<file path="config.mk">
export PLATFORM = sky130hd
export DESIGN_NAME = id_stage
export DESIGN_NICKNAME = d
export VERILOG_FILES = /design/src/rtl/id_stage.sv
export SDC_FILE = /design/constraint.sdc
export NUM_CORES = 1
export LEC_CHECK = 0
export BUFFER_PORTS_ARGS = -buffer_cell sky130_fd_sc_hd__buf_2
export CORE_UTILIZATION = 46
export CTS_CLUSTER_SIZE = 24
export DETAILED_ROUTE_END_ITERATION = 10
export PLACE_DENSITY = 0.88
export SLEW_MARGIN = 20
export SYNTH_ARGS = -nofsm -noshare
export SYNTH_HDL_FRONTEND = slang
export SYNTH_SLANG_ARGS = --single-unit
</file>
<file path="constraint.sdc">
create_clock -name clk -period 5.75 [get_ports clk]
set_clock_uncertainty 0.2 [all_clocks]
set_input_delay 1.725 -clock clk [delete_from_list [all_inputs] [get_ports clk]]
set_output_delay 1.725 -clock clk [all_outputs]
set_load 0.02 [all_outputs]
</file>
<file path="src/rtl/id_stage.sv">
// id_stage: registered RV32I decode stage between fetch and execute.
// Decodes the instruction word into register addresses, destination,
// sign-extended immediate and control fields. The result is held in a
// one-entry pipeline register with valid/ready handshakes on both sides.
// Load-use hazards stall the incoming instruction, and flush drops the
// held instruction together with any pending hazard.
//
// Ports:
//   clk, rst        clock; synchronous active-high reset
//   in_valid/ready  fetch-side handshake; in_inst/in_pc are the offered word
//   flush           discard held instruction and hazard state
//   out_valid/ready execute-side handshake
//   out_pc          PC of the held instruction
//   out_addrA/B     rs1/rs2 (0 when the format does not read them)
//   out_rd, rd_we   destination and write enable (never set for x0)
//   out_imm         sign-extended immediate (0 for R-type / illegal)
//   out_opcode/funct3/funct7  raw instruction fields
//   out_fmt         0 none/illegal, 1 R, 2 I, 3 S, 4 B, 5 U, 6 J
//   out_illegal     unrecognised encoding
module id_stage #(
  parameter int RFW = 5,
  parameter int DW  = 32,
  parameter int IW  = 32,
  parameter int PCW = 32
) (
  input  logic           clk,
  input  logic           rst,
  input  logic           in_valid,
  output logic           in_ready,
  input  logic [IW-1:0]  in_inst,
  input  logic [PCW-1:0] in_pc,
  input  logic           flush,
  output logic           out_valid,
  input  logic           out_ready,
  output logic [PCW-1:0] out_pc,
  output logic [RFW-1:0] out_addrA,
  output logic [RFW-1:0] out_addrB,
  output logic [RFW-1:0] out_rd,
  output logic           out_rd_we,
  output logic [DW-1:0]  out_imm,
  output logic [4:0]     out_opcode,
  output logic [2:0]     out_funct3,
  output logic [6:0]     out_funct7,
  output logic [2:0]     out_fmt,
  output logic           out_illegal
);

  typedef enum logic [4:0] {
    OPC_LOAD   = 5'd0,
    OPC_OP_IMM = 5'd4,
    OPC_AUIPC  = 5'd5,
    OPC_STORE  = 5'd8,
    OPC_OP     = 5'd12,
    OPC_LUI    = 5'd13,
    OPC_BRANCH = 5'd24,
    OPC_JALR   = 5'd25,
    OPC_JAL    = 5'd27,
    OPC_SYSTEM = 5'd28
  } opc_e;

  typedef enum logic [2:0] {
    FMT_NONE = 3'd0,
    FMT_R    = 3'd1,
    FMT_I    = 3'd2,
    FMT_S    = 3'd3,
    FMT_B    = 3'd4,
    FMT_U    = 3'd5,
    FMT_J    = 3'd6
  } fmt_e;

  logic [4:0]     opc;
  logic [RFW-1:0] f_rs1, f_rs2, f_rd;
  fmt_e           d_fmt;
  logic [RFW-1:0] d_addr_a, d_addr_b, d_rd;
  logic [DW-1:0]  d_imm;
  logic           d_rd_we;

  assign opc   = in_inst[6:2];
  assign f_rs1 = RFW'(in_inst[19:15]);
  assign f_rs2 = RFW'(in_inst[24:20]);
  assign f_rd  = RFW'(in_inst[11:7]);

  always_comb begin
    d_fmt = FMT_NONE;
    if (in_inst[1:0] == 2'b11) begin
      case (opc)
        OPC_OP:                                    d_fmt = FMT_R;
        OPC_OP_IMM, OPC_JALR, OPC_LOAD, OPC_SYSTEM: d_fmt = FMT_I;
        OPC_STORE:                                 d_fmt = FMT_S;
        OPC_BRANCH:                                d_fmt = FMT_B;
        OPC_LUI, OPC_AUIPC:                        d_fmt = FMT_U;
        OPC_JAL:                                   d_fmt = FMT_J;
        default:                                   d_fmt = FMT_NONE;
      endcase
    end
  end

  // S/B encodings carry immediate bits in the rd slot, so rd is reported as 0.
  always_comb begin
    d_addr_a = '0;
    d_addr_b = '0;
    d_rd     = '0;
    d_imm    = '0;
    case (d_fmt)
      FMT_R: begin
        d_addr_a = f_rs1;
        d_addr_b = f_rs2;
        d_rd     = f_rd;
      end
      FMT_I: begin
        d_addr_a = f_rs1;
        d_rd     = f_rd;
        d_imm    = {{(DW-12){in_inst[31]}}, in_inst[31:20]};
      end
      FMT_S: begin
        d_addr_a = f_rs1;
        d_addr_b = f_rs2;
        d_imm    = {{(DW-12){in_inst[31]}}, in_inst[31:25], in_inst[11:7]};
      end
      FMT_B: begin
        d_addr_a = f_rs1;
        d_addr_b = f_rs2;
        d_imm    = {{(DW-13){in_inst[31]}}, in_inst[31], in_inst[7],
                    in_inst[30:25], in_inst[11:8], 1'b0};
      end
      FMT_U: begin
        d_rd  = f_rd;
        d_imm = {{(DW-32){in_inst[31]}}, in_inst[31:12], 12'b0};
      end
      FMT_J: begin
        d_rd  = f_rd;
        d_imm = {{(DW-21){in_inst[31]}}, in_inst[31], in_inst[19:12],
                 in_inst[20], in_inst[30:21], 1'b0};
      end
      default: ;
    endcase
  end

  assign d_rd_we = (d_rd != '0);

  // Hazard tracking. Unused/illegal address fields are 0 and both tracked
  // registers are nonzero whenever they matter, so x0 never matches.
  logic [RFW-1:0] ld_rd;
  logic           held_load, dep_held, dep_ld, dep;
  logic           in_xfer, out_xfer;

  assign held_load = out_valid && out_rd_we && (out_opcode == OPC_LOAD);
  assign dep_held  = held_load && ((d_addr_a == out_rd) || (d_addr_b == out_rd));
  // ld_rd only stalls while another instruction occupies the stage: if the
  // stage emptied behind the LOAD, that empty cycle already is the bubble.
  assign dep_ld    = out_valid && (ld_rd != '0) &&
                     ((d_addr_a == ld_rd) || (d_addr_b == ld_rd));
  assign dep       = dep_held || dep_ld;

  assign in_ready = !rst && !flush && (!out_valid || out_ready) && !dep;
  assign in_xfer  = in_valid && in_ready;
  assign out_xfer = out_valid && out_ready;

  always_ff @(posedge clk) begin
    if (rst) begin
      out_valid   <= 1'b0;
      out_pc      <= '0;
      out_addrA   <= '0;
      out_addrB   <= '0;
      out_rd      <= '0;
      out_rd_we   <= 1'b0;
      out_imm     <= '0;
      out_opcode  <= '0;
      out_funct3  <= '0;
      out_funct7  <= '0;
      out_fmt     <= '0;
      out_illegal <= 1'b0;
      ld_rd       <= '0;
    end else if (flush) begin
      out_valid <= 1'b0;
      ld_rd     <= '0;
    end else begin
      ld_rd <= (out_xfer && held_load) ? out_rd : '0;
      if (in_xfer) begin
        out_valid   <= 1'b1;
        out_pc      <= in_pc;
        out_addrA   <= d_addr_a;
        out_addrB   <= d_addr_b;
        out_rd      <= d_rd;
        out_rd_we   <= d_rd_we;
        out_imm     <= d_imm;
        out_opcode  <= opc;
        out_funct3  <= in_inst[14:12];
        out_funct7  <= in_inst[31:25];
        out_fmt     <= d_fmt;
        out_illegal <= (d_fmt == FMT_NONE);
      end else if (out_xfer) begin
        out_valid <= 1'b0;
      end
    end
  end

endmodule

</file>
---- Word level (Yosys, flattened, before mapping) ----
Memory sizes are Yosys's and may differ from the RTL's.
Index checks and enable logic that the tools add are counted.
word-level totals
  register bits after elaboration ......... 105
  ROM bits ................................ 96
  output and inout port bits .............. 101
  word-level logic and storage cells ...... 64
  memories kept ........................... 1
memory list
  memory           depth  width  rd ports  clocked after Yosys merged registers in  wr ports  line  RTL
  (no name shown)  32     3      1         0                                        0         86    case (opc)
cells by class
  muxes and demuxes ....................... 7
  equality and inequality tests ........... 11
  bitwise operators ....................... 2
  reductions and logical operators ........ 30
operators with widths
  operator              number
  $pmux W32 S5          1
  $eq A5 B5 Y1          4
  $mux W5               3
  $logic_and A1 B1 Y1   11
  $reduce_bool A5 Y1    2
  $eq A3 B3 Y1 const B  3
  $reduce_or A4 Y1      2
  $eq A3 B2 Y1 const B  2
  $reduce_or A3 Y1      2
  $logic_not A5 Y1      1
  $logic_not A1 Y1      4
  $logic_or A1 B1 Y1    4
  $eq A3 B1 Y1 const B  1
  $logic_not A3 Y1      1
  $mux W3               1
  $eq A2 B2 Y1 const B  1
  $mux W1               2
  $not A1 Y1            2
  $reduce_and A2 Y1     1
  $reduce_bool A2 Y1    1
  $reduce_or A2 Y1      1

---- Depth between registers and ports, before layout ----
  word-level depth ........................ 13
  depth in mapped cells ................... 13
  mapped depth without buffers ............ 10

---- Worst setup path before layout ----
Ideal clock, no wire load.
  path kind ............................... input to output
  start ................................... in in_inst[2]
  end ..................................... out in_ready
  arrival time ............................ 4,295 ps
  stages .................................. 10
  path slack .............................. -470 ps
  buffers on the path ..................... 1
  path through ............................ inv_1 ha_1 and4bb_1 o21ai_2 or4_1 a31oi_1 o22ai_1 a32oi_2 clkbuf_1 and3_1
between the ends
  longest elaborated chain between the ends .. 11
ends and longest elaborated chain
  element                                                                line      RTL
  from (decl)                                                            30        input logic [IW-1:0] in_inst,
  $mem_v2 Z32 W3 (*)                                                     --
  $mux W3 (*)                                                            85        if (in_inst[1:0] == 2'b11) begin
  $eq A3 B3 Y1, or another cell as far along                             104       case (d_fmt)
  $reduce_or A4 Y1 (no source line) or $reduce_or A3 Y1 (tied branches)  --
  $mux W5                                                                104
  $eq A5 B5 Y1, on equally long branches                                 148, 152
  $logic_or A1 B1 Y1, on equally long branches                           148, 152
  $logic_and A1 B1 Y1, on equally long branches                          148, 151
  $logic_or A1 B1 Y1 (*)                                                 153       assign dep = dep_held || dep_ld;
  $logic_not A1 Y1 (*)                                                   155       assign in_ready = !rst && !flush && (!out_valid || out_ready) && !dep;
  $logic_and A1 B1 Y1 (*)                                                155
  to (decl)                                                              29        output logic in_ready,
Mark *: on every way between the ends. The rest lies on a longest branch, timed or not.

---- Final worst setup path ----
Ends and elaborated chain as after synthesis.

==> results.md <==
Synthesis:
- The synthesized design contains about 110 register bits.
- For this run, the number of Yosys warnings is 0.
- The average cell area after synthesis is ~9.4 sq um.
- In the synthesized netlist, the number of instances is 529.
- In this run, synthesis inferred 0 flip-flops with an integrated enable.
- The number of nets handed over by synthesis was 600.
- In the synthesized netlist the async set-or-reset flop fraction comes to 0.
- For this run, the register share of the synthesized area comes to 0.422.
- The synthesized netlist occupies a cell area of 4990 sq um.
- The most used flip-flop cell after synthesis is sky130_fd_sc_hd__dfxtp_1.
- The number of different library cells used by synthesis comes to 65.

Placed design:
- The post-detailed-placement cell area is roughly 6300 sq um.
- The HPWL after detailed placement is roughly 12 mm.
- The number of input and output port buffers inserted is approximately 170.
- The final RePlAce weighted congestion is approximately 0.95.

Worst setup path:
- The critical path capture point is in_ready.
- The slowest cell on the critical path is sky130_fd_sc_hd__or4_4.
- STA puts the critical path data required time at ~3.8 ns.
- The total number of cells along the worst setup path is 11.
- In this run the critical register-to-register path is launched from ld_rd[0]$_SDFF_PP0_.
- The critical path launch point is in_inst[2].
- The critical path data arrival time is 4.00 ns.
- The kind of end point of the critical path is a primary output.
- Of all nets on the critical path, the largest fanout is 4.
- The number of cells on the worst reg-to-reg path is 15.
- The signal on the critical path passes through buf_2 > inv_4 > ha_4 > and4bb_2 > o21ai_4 > or4_4 > a31oi_1 > o22ai_1 > a32oi_2 > and3_4 > buf_4.
- The worst setup path is launched from an input pin.
- The setup slack of the most critical reg-to-reg path is around 2.6 ns.
- The critical path contains buffers and inverters numbering 3 combined.
- The worst setup path is of the in -> out kind.
- The stage delay of the slowest cell on the critical path is 0.55 ns.
- The cell type group with the largest total delay on the critical path is simple AND/OR/NAND/NOR gates.
- The worst flop-to-flop path endpoint is out_imm[22]$_SDFFE_PP0P_.

Pwr:
- The switching power is around 470 uW.
- The worst voltage drop across the vdd grid is 0.000133 V.
- The proportion of power drawn by combinational gates is 0.167.
- The leakage component of the power is between 3 and 4 nW.
- The net switching share of the total power is 0.312.
- The share of total power dissipated in the clock network is 0.321.
- The power share of the sequential group is 0.512.
- The total power density per cell area is 224 nW/um^2.
- The internal power is 1.04 mW.

Route:
- Using the TritonRoute via totals, the vias-per-cell ratio works out to about 5.7.
- The post-route antenna net violation count is 0.
- The pre-antenna-repair detailed-routing pass consisted of 5 iterations.
- The post-route DRC violation count is 0.
- For this block, the initial DRC count from the detailed router was approximately 320.
- The final route contains slightly above 5,000 vias.
- The overall routed net length is 16.6 mm.
- The routed wirelength normalized by instance count is 18.9 um.

STA:
- The tightest hold path in the finished design has a slack of between 0.2 and 0.3 ns.
- For this run, the top clock speed supported by timing is around 170 MHz.
- The worst pin sits at a relative slew slack of 0.455.
- At the pin with the least slew margin, the transition time is 0.818 ns.
- Setup repair after global routing could not meet its margin everywhere.
- Of the available clock period, the critical path in the final layout requires 1.03.
- Setup violations remaining at the end of the flow were counted as 1.
- The final period demand of the worst path is 5.93 ns.
- The number of pins with negative max-slew slack in the final report is 0.
- The least setup slack across all paths after layout is -0.175 ns.
- The hold violation count in the final report is 0.

Global routing:
- Entering global routing, the biggest net connects between 80 and 90 pins.
- The global-route track usage on met2 is 0.482.
- Across every metal layer, demand over resource in global routing totals 0.295.
- The number of antenna violations at the first check in global routing is 0.
- The met3 track demand over resource is 0.0760.
- The layer carrying the most global-route usage is met2.
- The global-route wire length before repair is about 26 mm.
- For met1 alone, demand over resource in global routing was 0.370.
- The global route total overflow is 0.
- The via count of the first global-routing pass is ~5,000.

Finish:
- The fill cell instance count of the final layout is just under 900.
- The top cell types in the final layout, fill and taps aside, are sky130_fd_sc_hd__buf_2 (168), sky130_fd_sc_hd__dfxtp_1 (105), sky130_fd_sc_hd__buf_4 (60), sky130_fd_sc_hd__nor2b_1 (48), sky130_fd_sc_hd__mux2_1 (44).
- The net count of the finished layout is just over 800.
- In the final layout, the share of cells above drive strength 1 is 0.383.
- 0 antenna diodes ended up in the layout.
- The area growth from synthesis to layout is 34.9%.
- The final instance area is 6720 sq um.
- The most common cell after layout, fill and taps aside is sky130_fd_sc_hd__buf_2.

Outcome:
- The flow ran to the end, but the final reports show violations.
- The checks that failed: negative setup slack.

Clock tree:
- Counting the buffers created by CTS gives 9.
- The clock transition at the register clock pins on the worst setup and hold paths after CTS is roughly 0.11 ns.
- The tree is rooted in a sky130_fd_sc_hd__clkbuf_8.
- The clock sink count is between 100 and 150.
- The clock tree synthesis step divided the H-tree into 3 levels.
- TritonCTS built the clock tree.
- The buffer depth of the longest clock path is 2.
- The hold buffer count at CTS is 0.
- For the worst-skew pair, the clock arrives at the later sink with an insertion delay of 0.38 ns.

Floorplanning:
- 170 I/O pins were placed.
- Measured along the y axis, the die boundary spans between 100 and 150 um.
- The horizontal die dimension is around 110 um.
- The core region is around 10,000 sq um.
- The initial cell density of the core is 0.479.
- Row generation in the floorplan step produced 37 rows.
- The area of the die is 11,300 sq um.

Hold path:
- The worst hold path class is reg -> reg.

Run:
- The reported max-cap violation count is 0.
## synthesized netlist by cell type, types with 2 or more instances
| cell | instances | share of area |
|---|---|---|
| sky130_fd_sc_hd__a211oi_1 | 25 | 0.038 |
| sky130_fd_sc_hd__a21oi_1 | 29 | 0.029 |
| sky130_fd_sc_hd__a221oi_1 | 3 | 0.0053 |
| sky130_fd_sc_hd__a222oi_1 | 2 | 0.0040 |
| sky130_fd_sc_hd__a22oi_1 | 6 | 0.0090 |
| sky130_fd_sc_hd__a2bb2oi_1 | 2 | 0.0035 |
| sky130_fd_sc_hd__a31o_1 | 7 | 0.012 |
| sky130_fd_sc_hd__a31o_2 | 2 | 0.0035 |
| sky130_fd_sc_hd__a31oi_1 | 29 | 0.036 |
| sky130_fd_sc_hd__and2_1 | 7 | 0.0088 |
| sky130_fd_sc_hd__and3_1 | 6 | 0.0075 |
| sky130_fd_sc_hd__buf_2 | 7 | 0.0070 |
| sky130_fd_sc_hd__buf_4 | 4 | 0.0060 |
| sky130_fd_sc_hd__clkbuf_1 | 24 | 0.018 |
| sky130_fd_sc_hd__dfxtp_1 | 105 | 0.42 |
| sky130_fd_sc_hd__ha_1 | 2 | 0.0050 |
| sky130_fd_sc_hd__inv_1 | 16 | 0.012 |
| sky130_fd_sc_hd__mux2_1 | 44 | 0.099 |
| sky130_fd_sc_hd__mux2_2 | 4 | 0.0090 |
| sky130_fd_sc_hd__mux2i_1 | 20 | 0.040 |
| sky130_fd_sc_hd__nand2_1 | 43 | 0.032 |
| sky130_fd_sc_hd__nand2b_1 | 3 | 0.0038 |
| sky130_fd_sc_hd__nand3_1 | 3 | 0.0030 |
| sky130_fd_sc_hd__nand4_1 | 3 | 0.0038 |
| sky130_fd_sc_hd__nor2_1 | 16 | 0.012 |
| sky130_fd_sc_hd__nor2b_1 | 48 | 0.060 |
| sky130_fd_sc_hd__nor3_1 | 4 | 0.0040 |
| sky130_fd_sc_hd__nor4_1 | 9 | 0.011 |
| sky130_fd_sc_hd__o21ai_0 | 6 | 0.0060 |
| sky130_fd_sc_hd__o21ai_1 | 4 | 0.0040 |
| sky130_fd_sc_hd__o221ai_1 | 2 | 0.0035 |
| sky130_fd_sc_hd__o22ai_1 | 4 | 0.0050 |
| sky130_fd_sc_hd__o31ai_1 | 3 | 0.0045 |
| sky130_fd_sc_hd__or4_1 | 3 | 0.0045 |
| sky130_fd_sc_hd__xnor2_1 | 2 | 0.0035 |
| sky130_fd_sc_hd__xor2_1 | 3 | 0.0053 |
## sequential cells by signal, summed over array words and instances (netlist names)
| register | count |
|---|---|
| out_illegal | 1 |
| out_rd_we | 1 |
| out_pc | 32 |
| out_fmt | 3 |
| out_opcode | 5 |
| out_rd | 5 |
| out_funct3 | 3 |
| out_addrB | 5 |
| out_addrA | 5 |
| out_valid | 1 |
| out_imm | 32 |
| ld_rd | 5 |
| out_funct7 | 7 |
## power groups by stage
stage               Combinational, mW  Sequential, mW  Clock [mW]
floorplan                       0.101           0.822           0
global placement                0.235           0.786           0
detailed placement              0.242           0.787           0
CTS                             0.248           0.771       0.488
global route                    0.268           0.775       0.519
finish                          0.252           0.771       0.484
## routing by layer
layer	vias up	routed length, um
met5	-	0
li1	2357	-
met2	263	7820
met4	0	491
met3	48	1390
met1	2364	6930
## tightest hold or removal path: stages, from the launching register on
cell and delay (ns):
sky130_fd_sc_hd__dfxtp_1 0.32, sky130_fd_sc_hd__nand2_1 0.05, sky130_fd_sc_hd__mux2i_1 0.06
## worst min path at each step
stage	cells after the start	slack, ns	end	from
2_1_floorplan	2	0.34	out_addrA[2]$_SDFFE_PP0P_	out_addrA[2]$_SDFFE_PP0P_
3_3_place_gp	2	0.24	out_addrA[2]$_SDFFE_PP0P_	out_addrA[2]$_SDFFE_PP0P_
3_5_place_dp	2	0.26	out_imm[31]$_SDFFE_PP0P_	out_imm[31]$_SDFFE_PP0P_
4_1_cts	2	0.27	out_imm[6]$_SDFFE_PP0P_	out_imm[6]$_SDFFE_PP0P_
5_1_grt	2	0.30	out_imm[6]$_SDFFE_PP0P_	out_imm[6]$_SDFFE_PP0P_
6_report	2	0.27	out_addrA[0]$_SDFFE_PP0P_	out_addrA[0]$_SDFFE_PP0P_
## cells by family after synthesis
| family | share of synthesized area |
|---|---|
| XOR/XNOR | 0.00878 |
| flip-flops | 0.422 |
| AND/OR/NAND/NOR | 0.171 |
| buffers and inverters | 0.0447 |
| adder cells (fa/ha/maj) | 0.00502 |
| multiplexers | 0.149 |
| AO/OA/AOI/OAI | 0.200 |
## through the flow
| step | worst slack (ns) | TNS [ns] | utilization | cells | power, mW |
|---|---|---|---|---|---|
| 5_1_grt | -0.263 | -0.263 | 0.646 | 878 | 1.56 |
| 3_5_place_dp | -0.395 | -0.395 | 0.607 | 847 | 1.03 |
| 3_3_place_gp | -0.279 | -0.279 | 0.607 | 847 | 1.02 |
| 2_1_floorplan | -0.233 | -0.233 | - | 529 | 0.923 |
| 4_1_cts | -0.136 | -0.136 | 0.642 | 875 | 1.51 |
| 6_report | -0.175 | -0.175 | 0.646 | 878 | 1.51 |
## area by class of cell
type,instances,area [sq um],share of cell area
Multi-Input combinational cell,371,2780,0.414
Timing Repair Buffer,233,1370,0.204
Clock buffer,9,124,0.0184
Clock inverter,7,91.3,0.0136
Inverter,17,78.8,0.0117
Sequential cell,105,2100,0.313
Tap cell,136,170,0.0253
## repair_timing
action | in CTS | in global routing
cloned | 0 | 1
resized for setup | 13 | 3
setup buffers | 12 | 2
endpoints found under the setup margin | 1 | 1
pin swaps | 4 | 6
Power figures use the tool's default switching activity.
